==> src/rtl/fetch_unit.sv <==
// Instruction-fetch initiator: issues word reads, buffers responses in a 2-entry FIFO for decode.
// Optional FETCH_EBREAK_HALT_EN stops fetching after an EBREAK word is delivered.
module fetch_unit #(
    parameter logic [31:0] RESET_PC = 32'h0000_0000
) (
    input  logic        clk,
    input  logic        rst,
    output logic [31:0] mem_addr,
    output logic        mem_r_enable,
    input  logic [31:0] mem_rdata,
    output logic [31:0] inst,
    output logic [31:0] inst_pc,
    output logic        inst_valid,
    input  logic        inst_ready,
    input  logic        redirect_valid,
    input  logic [31:0] redirect_pc,
    output logic        halted
);

    localparam logic [31:0] ResetPcAligned = {RESET_PC[31:2], 2'b00};
    localparam logic [31:0] Ebreak         = 32'h0010_0073;

    logic [31:0] pc_q;
    logic        pending_q;
    logic [31:0] pending_pc_q;
    logic [31:0] word_q [2];
    logic [31:0] wpc_q  [2];
    logic [1:0]  count_q;
    logic        halted_q;

    logic        pop;
    logic        push;
    logic        issue;
    logic [2:0]  occupancy;
    logic [1:0]  wr_base;
    logic        wr_idx;

    always_comb begin
        pop       = inst_valid & inst_ready;
        occupancy = {1'b0, count_q} + {2'b00, pending_q};
        issue     = !rst && !redirect_valid && !halted_q
                    && (occupancy < (3'd2 + {2'b00, pop}));
`ifdef FETCH_EBREAK_HALT_EN
        // Any response landing while halted belongs to the word after the EBREAK.
        push      = pending_q & !halted_q;
`else
        push      = pending_q;
`endif
        wr_base   = count_q - {1'b0, pop};
        wr_idx    = wr_base[0];
    end

    assign mem_addr     = pc_q;
    assign mem_r_enable = issue;
    assign inst         = word_q[0];
    assign inst_pc      = wpc_q[0];
    assign inst_valid   = (count_q != 2'd0);
    assign halted       = halted_q;

    always_ff @(posedge clk) begin
        if (rst) begin
            pc_q         <= ResetPcAligned;
            pending_q    <= 1'b0;
            pending_pc_q <= 32'h0;
            word_q[0]    <= 32'h0;
            word_q[1]    <= 32'h0;
            wpc_q[0]     <= 32'h0;
            wpc_q[1]     <= 32'h0;
            count_q      <= 2'd0;
            halted_q     <= 1'b0;
        end else if (redirect_valid) begin
            pc_q      <= {redirect_pc[31:2], 2'b00};
            pending_q <= 1'b0;
            count_q   <= 2'd0;
            halted_q  <= 1'b0;
        end else begin
            pending_q <= issue;
            if (issue) begin
                pc_q         <= pc_q + 32'd4;
                pending_pc_q <= pc_q;
            end
            // Shift on pop; a push to slot 0 in the same cycle overrides the shift.
            if (pop) begin
                word_q[0] <= word_q[1];
                wpc_q[0]  <= wpc_q[1];
            end
            if (push) begin
                word_q[wr_idx] <= mem_rdata;
                wpc_q[wr_idx]  <= pending_pc_q;
            end
            count_q <= count_q + {1'b0, push} - {1'b0, pop};
`ifdef FETCH_EBREAK_HALT_EN
            if (push && (mem_rdata == Ebreak)) begin
                halted_q <= 1'b1;
            end
`endif
        end
    end

endmodule

==> config.mk <==
export PLATFORM = sky130hd
export DESIGN_NAME = fetch_unit
export DESIGN_NICKNAME = d
export VERILOG_FILES = /design/src/rtl/fetch_unit.sv
export SDC_FILE = /design/constraint.sdc
export NUM_CORES = 1
export LEC_CHECK = 0
export ABC_AREA = 1
export CORE_UTILIZATION = 35
export CTS_BUF_LIST = sky130_fd_sc_hd__clkbuf_2 sky130_fd_sc_hd__clkbuf_4 sky130_fd_sc_hd__clkbuf_8
export DETAILED_ROUTE_END_ITERATION = 8
export HOLD_SLACK_MARGIN = 0.02
export MAX_ROUTING_LAYER = met4
export PLACE_DENSITY = 0.64
export SYNTH_ARGS = -nofsm -noshare
export SYNTH_HDL_FRONTEND = slang
export SYNTH_SLANG_ARGS = --single-unit
==> constraint.sdc <==
create_clock -name clk -period 5.9 [get_ports clk]
set_clock_uncertainty 0.15 [all_clocks]
set_input_delay 1.18 -clock clk [delete_from_list [all_inputs] [get_ports clk]]
set_output_delay 1.18 -clock clk [all_outputs]
set_load 0.005 [all_outputs]
==> run summary <==
Comb power frac - 10.6%
share of layout cells above drive strength 1 - 6.45%
crit path DAT - 3.07 ns
Crit Path Class - input pin to output pin
Tmin final - 4.40 ns
dominant cells by area after synthesis - edfxtp_1, dfxtp_1, nand3_1
largest net degree at the start of global routing - 125
die height - 158 um
H-tree levels - 4
die area - 24900 sq um
commonest non-fill, non-tap cells in the layout - clkdlybuf4s50_1, nand2_1, edfxtp_1
Vias/cell - 4.68
Yosys warning total - 0
grt ovf - 0
worst hold path stage count - 2
Core ar. - 23600 sq um
final setup fails - 0
die width - 158 um
routed vias - 6568
unrepaired setup endpoints after global routing - false
Layout fillers - 2316
Pwr per Cell Area - 244 nW/um^2
Pre-antenna DRT Iters - 6
Root Buffer - clkbuf_8
Final #Nets - 1144
ant diodes - 0
HP Class - flip-flop to flip-flop
#FFs+latches synth - 187
status - finished, final reports clean
sw frac - 26.3%
CTS tree - done
Initial Util - 36.0%
switching power - 680 uW
Routed Antenna Nets - 0
Largest stage delay, worst path - 0.56 ns
peak supply drop - 0.109 mV
reg2reg path depth - 9
worst slew pin tran - 1.13 ns
placed cell area - 10200 sq um
initial antenna violation count - 0
Yosys top cell area share - 43.8%
CTS sink count - 187
Seq pwr share - 58.1%
CTS resizes - 0
MaxCap Viol Count - 0
clock transition at the registers of the reported paths - 0.09 ns
global-route wire length before repair - 31.4 mm
Tcrit/Tclk final - 74.5%
Worst R2R Setup Slack - 3.28 ns
Pint - 1.91 mW
Final HPWL DP - 12.7 mm
most common cell after layout, fill and taps aside - clkdlybuf4s50_1
Slew headroom - 24.7%
Final Util - 44.9%
final hold viol count - 0
Post-Route WL - 19.4 mm
Clk pwr share - 31.3%
Total Neg Setup Slack - 0 ns
DRT iter0 DRCs - 403
crit-path max FO - 26
area grow syn2layout - 24.9%
vias in the first global route - 6149
Synth area leader - edfxtp_1
FP Rows - 56
Avg WL per Cell - 13.8 um
mean post-synth cell area - 9.07 sq um
Hold Path End - pending_pc_q[20]
synthesized area - 8490 sq um
worst path cell trace - clkdlybuf4s50_1, inv_4, nand2_2, nor2_2, nand2_4, inv_4, clkdlybuf4s50_1
worst path required time - 4.57 ns
Worst Setup End Kind - output pin
Pins Over Slew Limit - 0
FMAX - 0.227 GHz
io pins - 167
CTS buffer count - 17
Crit-path slowest cell - clkdlybuf4s50_1
worst r2r src - pending_q
DRC - 0
routability cong. - 0.814
cts hold-fix bufs - 0
register area share after synthesis - 58.7%
# port buffers - 159
Post-CTS Setup Repair Bufs - 0
nature of the critical path startpoint - input pin
clk_lat worst skew - 0.46 ns
final instance area - 10600 sq um
synth unique cells - 30
RR Endpoint - mem_addr[6]
Total Routing Usage GR - 16.9%
Longest Clk Path Bufs - 2
leakage power - 3.97 nW
Syn Inst Count - 936
hold_sp - pending_pc_q[20]
## cell usage after synthesis (all sizes together)
library cell and number:
clkbuf 19, ha 4, dfxtp 63, nand3b 1, conb 1, inv 122, o21ai 102, xor2 1
a21boi 1, nor2 117, edfxtp 124, a21oi 55, and2 3, nand3 121, buf 35, xnor2 6
nand2 159, o21a 2
## critical path: cells and delay by family
kind          cells  cell delay (ns)
simple gates      3             0.33
buf+inv           4             1.52
## logic make-up (layout without fill, tap and decap cells)
| group | Yosys count | in the layout | synth area share (%) |
|---|---|---|---|
| compound gates | 160 | 160 | 9.52 |
| other cells | 1 | 5 | 0.0442 |
| fa+ha+maj | 4 | 4 | 0.589 |
| buf+inv | 176 | 321 | 9.49 |
| xor+xnor | 7 | 7 | 0.722 |
| flops | 187 | 187 | 58.7 |
| simple gates | 401 | 401 | 20.9 |
## per-layer routing
layer | wire, um | global-route usage (%)
met3 | 1230 | 3.72
met5 | 0 | -
met1 | 9180 | 22.1
met4 | 133 | 4.62
met2 | 8880 | 26.3
## through the flow
step                hold WS [ns]  power, mW  worst slack [ns]  cells
finish                     0.330       2.58              1.50   1404
global route               0.351       2.71              1.36   1404
CTS                        0.333       2.62              1.49   1404
detailed placement         0.317       1.81              1.50   1372
global placement           0.312       1.80              1.49   1372
floorplan                  0.295       1.65              1.67    940
## area by class of cell
| type | instances | area, sq um | area share [%] |
|---|---|---|---|
| sequential | 187 | 4980 | 47.0 |
| clock buffer | 17 | 234 | 2.21 |
| tap | 319 | 399 | 3.76 |
| inverter | 122 | 463 | 4.37 |
| timing repair buffer | 167 | 1650 | 15.6 |
| clock inverter | 15 | 131 | 1.24 |
| multi-input combinational | 577 | 2740 | 25.8 |
## registers in the layout, indices dropped and copies added (netlist names)
| name | cells |
|---|---|
| word_q | 64 |
| wpc_q | 60 |
| mem_addr | 30 |
| pending_pc_q | 30 |
| count_q | 2 |
| pending_q | 1 |
## worst max path at each step
stage	start	to	slack [ns]	cells past startpoint
5_1_grt	redirect_valid	mem_r_enable	1.36	7
2_1_floorplan	redirect_valid	word_q[0][0]	1.67	7
4_1_cts	redirect_valid	mem_r_enable	1.49	7
6_report	redirect_valid	mem_r_enable	1.50	7
3_5_place_dp	redirect_valid	mem_r_enable	1.50	7
3_3_place_gp	redirect_valid	mem_r_enable	1.49	7
## power groups by stage
stage	logic [mW]	registers, mW	clock network, mW
global placement	0.274	1.53	0
finish	0.274	1.50	0.809
CTS	0.278	1.50	0.840
floorplan	0.127	1.53	0
detailed placement	0.277	1.53	0
global route	0.306	1.51	0.894
Power figures use the tool's default switching activity.
